==> src/rtl/mc_control_pkg.sv <==
// mc_control_pkg
// Shared definitions for the multicycle control slice: the existing ALU
// function codes, the 4-bit binary FSM state encoding, and the opcode and
// funct field values the controller recognises.
package mc_control_pkg;

  // Field widths of the ALU func interface and the instruction fields.
  localparam int FUNC_W_DEF = 4;
  localparam int OP_W_DEF   = 6;

  // ALU function codes. These are the existing datapath codes; the
  // controller never invents new ones.
  localparam logic [3:0] ALU_AND = 4'h0;
  localparam logic [3:0] ALU_OR  = 4'h1;
  localparam logic [3:0] ALU_ADD = 4'h2;
  localparam logic [3:0] ALU_SUB = 4'h6;

  // Primary opcodes, IR[31:26].
  localparam logic [5:0] OP_RTYPE = 6'h00;
  localparam logic [5:0] OP_J     = 6'h02;
  localparam logic [5:0] OP_BEQ   = 6'h04;
  localparam logic [5:0] OP_ADDI  = 6'h08;
  localparam logic [5:0] OP_LW    = 6'h23;
  localparam logic [5:0] OP_SW    = 6'h2B;

  // R-type funct codes, IR[5:0].
  localparam logic [5:0] FN_ADD = 6'h20;
  localparam logic [5:0] FN_SUB = 6'h22;
  localparam logic [5:0] FN_AND = 6'h24;
  localparam logic [5:0] FN_OR  = 6'h25;

  // Controller states, 4-bit binary encoding. Codes 13..15 are unused.
  typedef enum logic [3:0] {
    ST_FETCH    = 4'd0,
    ST_DECODE   = 4'd1,
    ST_EXEC     = 4'd2,
    ST_ALU_WB   = 4'd3,
    ST_MEM_ADDR = 4'd4,
    ST_MEM_RD   = 4'd5,
    ST_MEM_WB   = 4'd6,
    ST_MEM_WR   = 4'd7,
    ST_BRANCH   = 4'd8,
    ST_JUMP     = 4'd9,
    ST_ADDI_EX  = 4'd10,
    ST_ADDI_WB  = 4'd11,
    ST_TRAP     = 4'd12
  } state_t;

endpackage

==> src/rtl/mc_control_alu_ctrl_decode.sv <==
// alu_ctrl_decode
// Combinational R-type funct decoder used by the controller in EXEC.
// Maps the funct field onto an ALU function code and flags whether the
// funct is one the datapath supports.
// Ports:
//   funct    in   OP_W    IR[5:0]
//   alu_func out  FUNC_W  ALU code for the funct (ADD when unsupported)
//   legal    out  1       1 when funct is ADD/SUB/AND/OR
import mc_control_pkg::*;

module alu_ctrl_decode #(
  parameter int FUNC_W = FUNC_W_DEF,
  parameter int OP_W   = OP_W_DEF
) (
  input  logic [OP_W-1:0]   funct,
  output logic [FUNC_W-1:0] alu_func,
  output logic              legal
);

  // Funct lookup; an unsupported funct still yields a harmless ADD code.
  always_comb begin
    alu_func = ALU_ADD;
    legal    = 1'b0;
    case (funct)
      FN_ADD: begin alu_func = ALU_ADD; legal = 1'b1; end
      FN_SUB: begin alu_func = ALU_SUB; legal = 1'b1; end
      FN_AND: begin alu_func = ALU_AND; legal = 1'b1; end
      FN_OR:  begin alu_func = ALU_OR;  legal = 1'b1; end
      default: begin
        alu_func = ALU_ADD;
        legal    = 1'b0;
      end
    endcase
  end

endmodule

==> src/rtl/mc_control.sv <==
// mc_control
// Multicycle control FSM for the 32-bit datapath. Decodes opcode/funct and
// sequences FETCH..WRITEBACK, driving the ALU func code, operand selects and
// datapath write enables each cycle. Outputs are a Moore decode of the state
// register, except the two handshake-driven enables: pc_write/ir_write in
// FETCH follow mem_ready, and pc_write in BRANCH follows isZero.
// Ports:
//   clk, rst                   clock, async active-high reset
//   opcode, funct              instruction fields from the IR
//   isZero                     ALU zero flag (used in BRANCH only)
//   mem_ready                  memory access completes when 1
//   alu_func                   ALU function code
//   alu_src_a, alu_src_b       ALU operand selects
//   pc_source                  PC input select
//   pc_write, ir_write         PC / IR load enables
//   iord, mem_read, mem_write  memory address select and requests
//   reg_dst, mem_to_reg        register write destination / data select
//   reg_write                  register file write enable
//   illegal                    sticky unsupported-instruction flag
import mc_control_pkg::*;

module mc_control #(
  parameter int FUNC_W = FUNC_W_DEF,
  parameter int OP_W   = OP_W_DEF
) (
  input  logic              clk,
  input  logic              rst,
  input  logic [OP_W-1:0]   opcode,
  input  logic [OP_W-1:0]   funct,
  input  logic              isZero,
  input  logic              mem_ready,
  output logic [FUNC_W-1:0] alu_func,
  output logic              alu_src_a,
  output logic [1:0]        alu_src_b,
  output logic [1:0]        pc_source,
  output logic              pc_write,
  output logic              iord,
  output logic              mem_read,
  output logic              mem_write,
  output logic              ir_write,
  output logic              reg_dst,
  output logic              mem_to_reg,
  output logic              reg_write,
  output logic              illegal
);

  state_t             state_r;
  state_t             next_state_s;
  logic               illegal_r;
  logic [FUNC_W-1:0]  dec_func_s;
  logic               dec_legal_s;

  alu_ctrl_decode #(
    .FUNC_W (FUNC_W),
    .OP_W   (OP_W)
  ) u_alu_ctrl_decode (
    .funct    (funct),
    .alu_func (dec_func_s),
    .legal    (dec_legal_s)
  );

  // State register and sticky illegal flag; reset returns to FETCH at once,
  // which also withdraws any pending memory request in the same cycle.
  always_ff @(posedge clk or posedge rst) begin
    if (rst) begin
      state_r   <= ST_FETCH;
      illegal_r <= 1'b0;
    end else begin
      state_r <= next_state_s;
      if (next_state_s == ST_TRAP) begin
        illegal_r <= 1'b1;
      end else begin
        illegal_r <= illegal_r;
      end
    end
  end

  // Next-state selection.
  always_comb begin
    next_state_s = state_r;
    case (state_r)
      ST_FETCH: begin
        if (mem_ready) begin
          next_state_s = ST_DECODE;
        end else begin
          next_state_s = ST_FETCH;
        end
      end
      ST_DECODE: begin
        case (opcode)
          OP_RTYPE: next_state_s = ST_EXEC;
          OP_LW:    next_state_s = ST_MEM_ADDR;
          OP_SW:    next_state_s = ST_MEM_ADDR;
          OP_BEQ:   next_state_s = ST_BRANCH;
          OP_J:     next_state_s = ST_JUMP;
          OP_ADDI:  next_state_s = ST_ADDI_EX;
          default:  next_state_s = ST_TRAP;
        endcase
      end
      ST_EXEC: begin
        // An unsupported funct traps before any writeback is reached.
        if (dec_legal_s) begin
          next_state_s = ST_ALU_WB;
        end else begin
          next_state_s = ST_TRAP;
        end
      end
      ST_ALU_WB: next_state_s = ST_FETCH;
      ST_MEM_ADDR: begin
        if (opcode == OP_LW) begin
          next_state_s = ST_MEM_RD;
        end else if (opcode == OP_SW) begin
          next_state_s = ST_MEM_WR;
        end else begin
          next_state_s = ST_TRAP;
        end
      end
      ST_MEM_RD: begin
        if (mem_ready) begin
          next_state_s = ST_MEM_WB;
        end else begin
          next_state_s = ST_MEM_RD;
        end
      end
      ST_MEM_WB: next_state_s = ST_FETCH;
      ST_MEM_WR: begin
        if (mem_ready) begin
          next_state_s = ST_FETCH;
        end else begin
          next_state_s = ST_MEM_WR;
        end
      end
      ST_BRANCH:  next_state_s = ST_FETCH;
      ST_JUMP:    next_state_s = ST_FETCH;
      ST_ADDI_EX: next_state_s = ST_ADDI_WB;
      ST_ADDI_WB: next_state_s = ST_FETCH;
      ST_TRAP:    next_state_s = ST_TRAP;
      // Unused encodings are treated as a corrupted state and trapped.
      default:    next_state_s = ST_TRAP;
    endcase
  end

  // Per-state output decode; everything not listed for a state stays 0
  // and the ALU defaults to ADD.
  always_comb begin
    alu_func   = ALU_ADD;
    alu_src_a  = 1'b0;
    alu_src_b  = 2'd0;
    pc_source  = 2'd0;
    pc_write   = 1'b0;
    iord       = 1'b0;
    mem_read   = 1'b0;
    mem_write  = 1'b0;
    ir_write   = 1'b0;
    reg_dst    = 1'b0;
    mem_to_reg = 1'b0;
    reg_write  = 1'b0;
    case (state_r)
      ST_FETCH: begin
        // PC+4 is computed every cycle but only loaded once the fetch lands.
        mem_read  = 1'b1;
        alu_src_b = 2'd1;
        if (mem_ready) begin
          ir_write = 1'b1;
          pc_write = 1'b1;
        end else begin
          ir_write = 1'b0;
          pc_write = 1'b0;
        end
      end
      ST_DECODE: begin
        // Speculative branch target into ALUOut.
        alu_src_b = 2'd3;
      end
      ST_EXEC: begin
        alu_src_a = 1'b1;
        alu_func  = dec_func_s;
      end
      ST_ALU_WB: begin
        reg_dst   = 1'b1;
        reg_write = 1'b1;
      end
      ST_MEM_ADDR: begin
        alu_src_a = 1'b1;
        alu_src_b = 2'd2;
      end
      ST_MEM_RD: begin
        iord     = 1'b1;
        mem_read = 1'b1;
      end
      ST_MEM_WB: begin
        mem_to_reg = 1'b1;
        reg_write  = 1'b1;
      end
      ST_MEM_WR: begin
        iord      = 1'b1;
        mem_write = 1'b1;
      end
      ST_BRANCH: begin
        alu_src_a = 1'b1;
        alu_func  = ALU_SUB;
        pc_source = 2'd1;
        pc_write  = isZero;
      end
      ST_JUMP: begin
        pc_source = 2'd2;
        pc_write  = 1'b1;
      end
      ST_ADDI_EX: begin
        alu_src_a = 1'b1;
        alu_src_b = 2'd2;
      end
      ST_ADDI_WB: begin
        reg_write = 1'b1;
      end
      ST_TRAP: begin
        alu_func = ALU_ADD;
      end
      default: begin
        alu_func = ALU_ADD;
      end
    endcase
  end

  assign illegal = illegal_r;

endmodule

==> config.mk <==
export PLATFORM = sky130hd
export DESIGN_NAME = mc_control
export DESIGN_NICKNAME = d
export VERILOG_FILES = /design/src/rtl/mc_control_pkg.sv /design/src/rtl/mc_control_alu_ctrl_decode.sv /design/src/rtl/mc_control.sv
export SDC_FILE = /design/constraint.sdc
export NUM_CORES = 1
export LEC_CHECK = 0
export ABC_AREA = 1
export CORE_MARGIN = 2
export CORE_UTILIZATION = 35
export DETAILED_ROUTE_END_ITERATION = 8
export PLACE_DENSITY = 0.73
export SETUP_SLACK_MARGIN = 0.15
export SKIP_CTS_REPAIR_TIMING = 1
export SLEW_MARGIN = 40
export SYNTH_ARGS = -nofsm -noshare
export SYNTH_HDL_FRONTEND = slang
export SYNTH_SLANG_ARGS = --single-unit
==> constraint.sdc <==
create_clock -name clk -period 1.22 [get_ports clk]
set_clock_uncertainty 0.15 [all_clocks]
set_input_delay 0.244 -clock clk [delete_from_list [all_inputs] [get_ports clk]]
set_output_delay 0.244 -clock clk [all_outputs]
set_load 0.05 [all_outputs]
==> run metrics, run 1 <==
worst endpoint type=output port; clock sink total=5; Mapped Cells=109; worst_ep grt=alu_func[2]; DP HPWL=2024 um; Ys Warns=0; syn avg cell area=5.912 um^2; Inst Count DP=192; most common cell in the netlist=nor2_1; clock tree root buffer cell=clkbuf_4; Die Height=46.91 um; sequential area share after synthesis=roughly 19%; Seq cells post-synth=5; largest net degree at the start of global routing=7; EDFF count, synth=0; number of port buffers=32; num ports=34; row cnt=15; final RePlAce weighted congestion=0.8133; Yosys cell types=25; H-tree Lvls=1; Area contributors post-synth=dfrtp_1 19%, nor2_1 14%, nand2_1 12%; Synth async-reset ratio=100.0%; Err=[ERROR DPL-0038] Utilization greater than 100%, impossible to legalize; Mapped Area=644.4 um^2; ys flop type=dfrtp_1; worst slack, placed=-681.6 ps; die width=46.91 um; Synth top area share=between 10% and 20%; Stopped at=global routing (5_1_grt); deepest clock path buffer count=2; largest area contributor in the netlist=dfrtp_1; total CTS buffers=3; outcome=did not finish; initial core utilization=37.32%; Mapped Nets=between 100 and 150; Synth top cells by count=24 x nor2_1, 21 x nand2_1, 18 x inv_1
==> metrics by stage <==
stage | instance area (um^2) | util [%]
CTS | 1458 | 84.42
detailed placement | 1431 | 82.90
global placement | 1431 | 82.90
floorplan | 726.9 | -
==> cells by family after synthesis <==
| kind of cell | after synthesis | share of synthesized area, % |
|---|---|---|
| AOI/OAI and AO/OA | 10 | 9.904 |
| buffers and inverters | 26 | 16.12 |
| DFF | 5 | 19.42 |
| other | 1 | 0.5820 |
| and+or+nand+nor | 67 | 53.98 |
==> run 2, diff against run 1 <==
- CORE_AREA: unset -> 2 2 63 65
- CORE_MARGIN: 2 -> unset
- CORE_UTILIZATION: 35 -> unset
- DIE_AREA: unset -> 0 0 65 67
- PLACE_DENSITY: 0.73 -> unset
- PLACE_DENSITY_LB_ADDON: unset -> 0.15
- SETUP_SLACK_MARGIN: 0.15 -> unset
- clock period: 1.22 -> 1.6 ns (I/O delays scaled with it)
==> run metrics, run 2 <==
overall global routing resource usage=10.60%; total CTS buffers=3; drt wl/cell=approximately 9.8 um; Area Overhead vs Synth=157.9%; startpoint types=input port; Synth top area share=19.42%; initial drt markers=22; Mapped Cells=about 110; ys flop type=dfrtp_1; Die ar.=4355 um^2; fin cells=around 230; Synth async-reset ratio=100.0%; initial antenna violation count=0; final setup fails=17; row cnt=22; DP HPWL=1881 um; GRT overflow=0; CTS tree=built; final RePlAce weighted congestion=0.7679; EDFF count, synth=0; clock tree root buffer cell=clkbuf_8; Max-cap violations=0; deepest clock path buffer count=2; post-layout util=46.08%; class of the worst hold path=input port to async pin; max reg flops=4; Area contributors post-synth=dfrtp_1 19%, nor2_1 14%, nand2_1 12%; vias per cell=3.917; Final Hold Viols=0; Mapped Area=644.4 um^2; clock sink total=5; sequential area share after synthesis=19.42%; die width=65 um; Reg2Reg Launch Point=state_r[3]; initial core utilization=17.87%; H-tree Lvls=1; later-pin clock latency in the skew report=220 ps; num ports=34; RSZ-0062 raised after global routing=true; final net count=198; largest area contributor in the netlist=dfrtp_1; Mapped Nets=125; CP arrival=1470 ps; Slew Limit Fails=0; share of cells above drive strength 1=54.70%; failing checks=negative setup slack; leading cell type in the layout, fill and taps excluded=buf_4; CP endpoint kind=output port; Die Height=67 um; outcome=finished with violations; Post-route DRC=0; vias in the first global route=859; min Tclk post-route=1935 ps; most common cell in the netlist=nor2_1; core region area=3606 um^2; Synth top cells by count=24 x nor2_1, 21 x nand2_1, 18 x inv_1; Peak VDD IR=0.0002394 V; diode count=0; most frequent cells in the layout=36 x buf_4, 20 x nand2_1, 16 x inv_1; Seq cells post-synth=5; Ys Warns=0; worst-path fanout max=2; FMAX=516.8 MHz; number of port buffers=32; via count=~900; crit share post-route=120.9%; number of routed nets with antenna violations=0; Yosys cell types=25; final setup margin=-335.1 ps; syn avg cell area=5.912 um^2; first-pass GRT wire length=3629 um; Worst Path Required=approximately 1100 ps; Pre-antenna DRT Iters=4; Worst Setup SP=funct[3]; largest net degree at the start of global routing=7; Pwr per Cell Area=~270 nW/um^2; CTS clk-pin slew, worst paths=30 ps; total leakage power=0.7716 nW; number of fill cells=367; worst slack, placed=-430.4 ps; largest register by flop count=state_r; Detailed Route WL=2249 um; Inst Count DP=217; worst setup path category=input port to output port
[run 2: cell counts after synthesis]
No cell type changed its count.
[run 2: worst max-delay path: stages]
cell and delay, ps:
clkdlybuf4s50_1 450, nor2_2 120, nand3_2 110, o32ai_4 250
clkbuf_16 210
[run 2: report_power, final]
group          internal [mW]  leakage [nW]  switching (mW)
Sequential             0.127        0.0525               0
Clock                  0.171        0.0228          0.0566
Combinational         0.0504         0.696          0.0409
Total                  0.348         0.772          0.0975
[run 2: layer usage]
| layer | routed length (um) | vias to the layer above | part of all wire, % | global-route usage, % |
|---|---|---|---|---|
| met5 | 0 | - | 0 | 0 |
| met4 | 18 | 0 | 0.80 | 3.191 |
| met3 | 92 | 2 | 4.1 | 1.858 |
| met2 | 1201 | 21 | 53 | 19.72 |
| met1 | 936 | 395 | 42 | 12.26 |
| li1 | - | 479 | - | - |
[run 2: area by class of cell]
cell class	count	area, um^2	share of cell area [%]
Tap cell	48	60.06	3.614
Sequential cell	5	126.4	7.605
Clock buffer	4	45.04	2.711
Inverter	25	96.34	5.798
Multi-Input combinational cell	78	558.0	33.58
Timing Repair Buffer	69	775.7	46.69
[run 2: metrics by stage]
stage	TNS (ps)	area, um^2	power [mW]	hold slack, ps
after floorplan	-2356	714.4	0.1604	-51.48
after global placement	-2287	1463	0.2113	362.3
after detailed placement	-2663	1463	0.2140	363.4
after CTS	-4301	1508	0.4489	153.8
after global routing	-4821	1662	0.4709	171.1
final	-3523	1662	0.4458	149.3
[run 2: kinds of logic (layout without fill, tap and decap cells)]
group / count (synthesis) / in the layout / synth area share [%]
simple gates: 67 / 67 / 53.98
buf+inv: 26 / 98 / 16.12
compound gates: 10 / 10 / 9.904
flops: 5 / 5 / 19.42
other cells: 1 / 1 / 0.5820
[run 2: path summary, 6_finish.rpt]
kind / to / slack, ps / cells after the start
max: alu_func[2] / -340 / 5
min: state_r[3] / 150 / 2
max reg2reg: illegal / -80 / 12
min reg2reg: illegal / 370 / 2
max in group asynchronous: state_r[1] / 970 / 2
min in group clk: illegal / 370 / 2
Power figures use the tool's default switching activity.
==> run 3, diff against run 2 <==
- clock period: 1.6 -> 1.61 ns (I/O delays scaled with it)
==> results of run 3 <==
The final DEF is identical to that of run 2. Status: finished with violations: negative setup slack.
Main changes from that run: setup slack after placement -430.4 ps -> -424.4 ps; setup slack after layout -335.1 ps -> -329.1 ps; setup TNS -3523 ps -> -3391 ps; hold slack 149.3 ps -> 151.3 ps; register-to-register setup slack -80 ps -> -70 ps; total power 0.4458 mW -> 0.4430 mW; worst IR drop on VDD 0.0002394 V -> 0.0002379 V
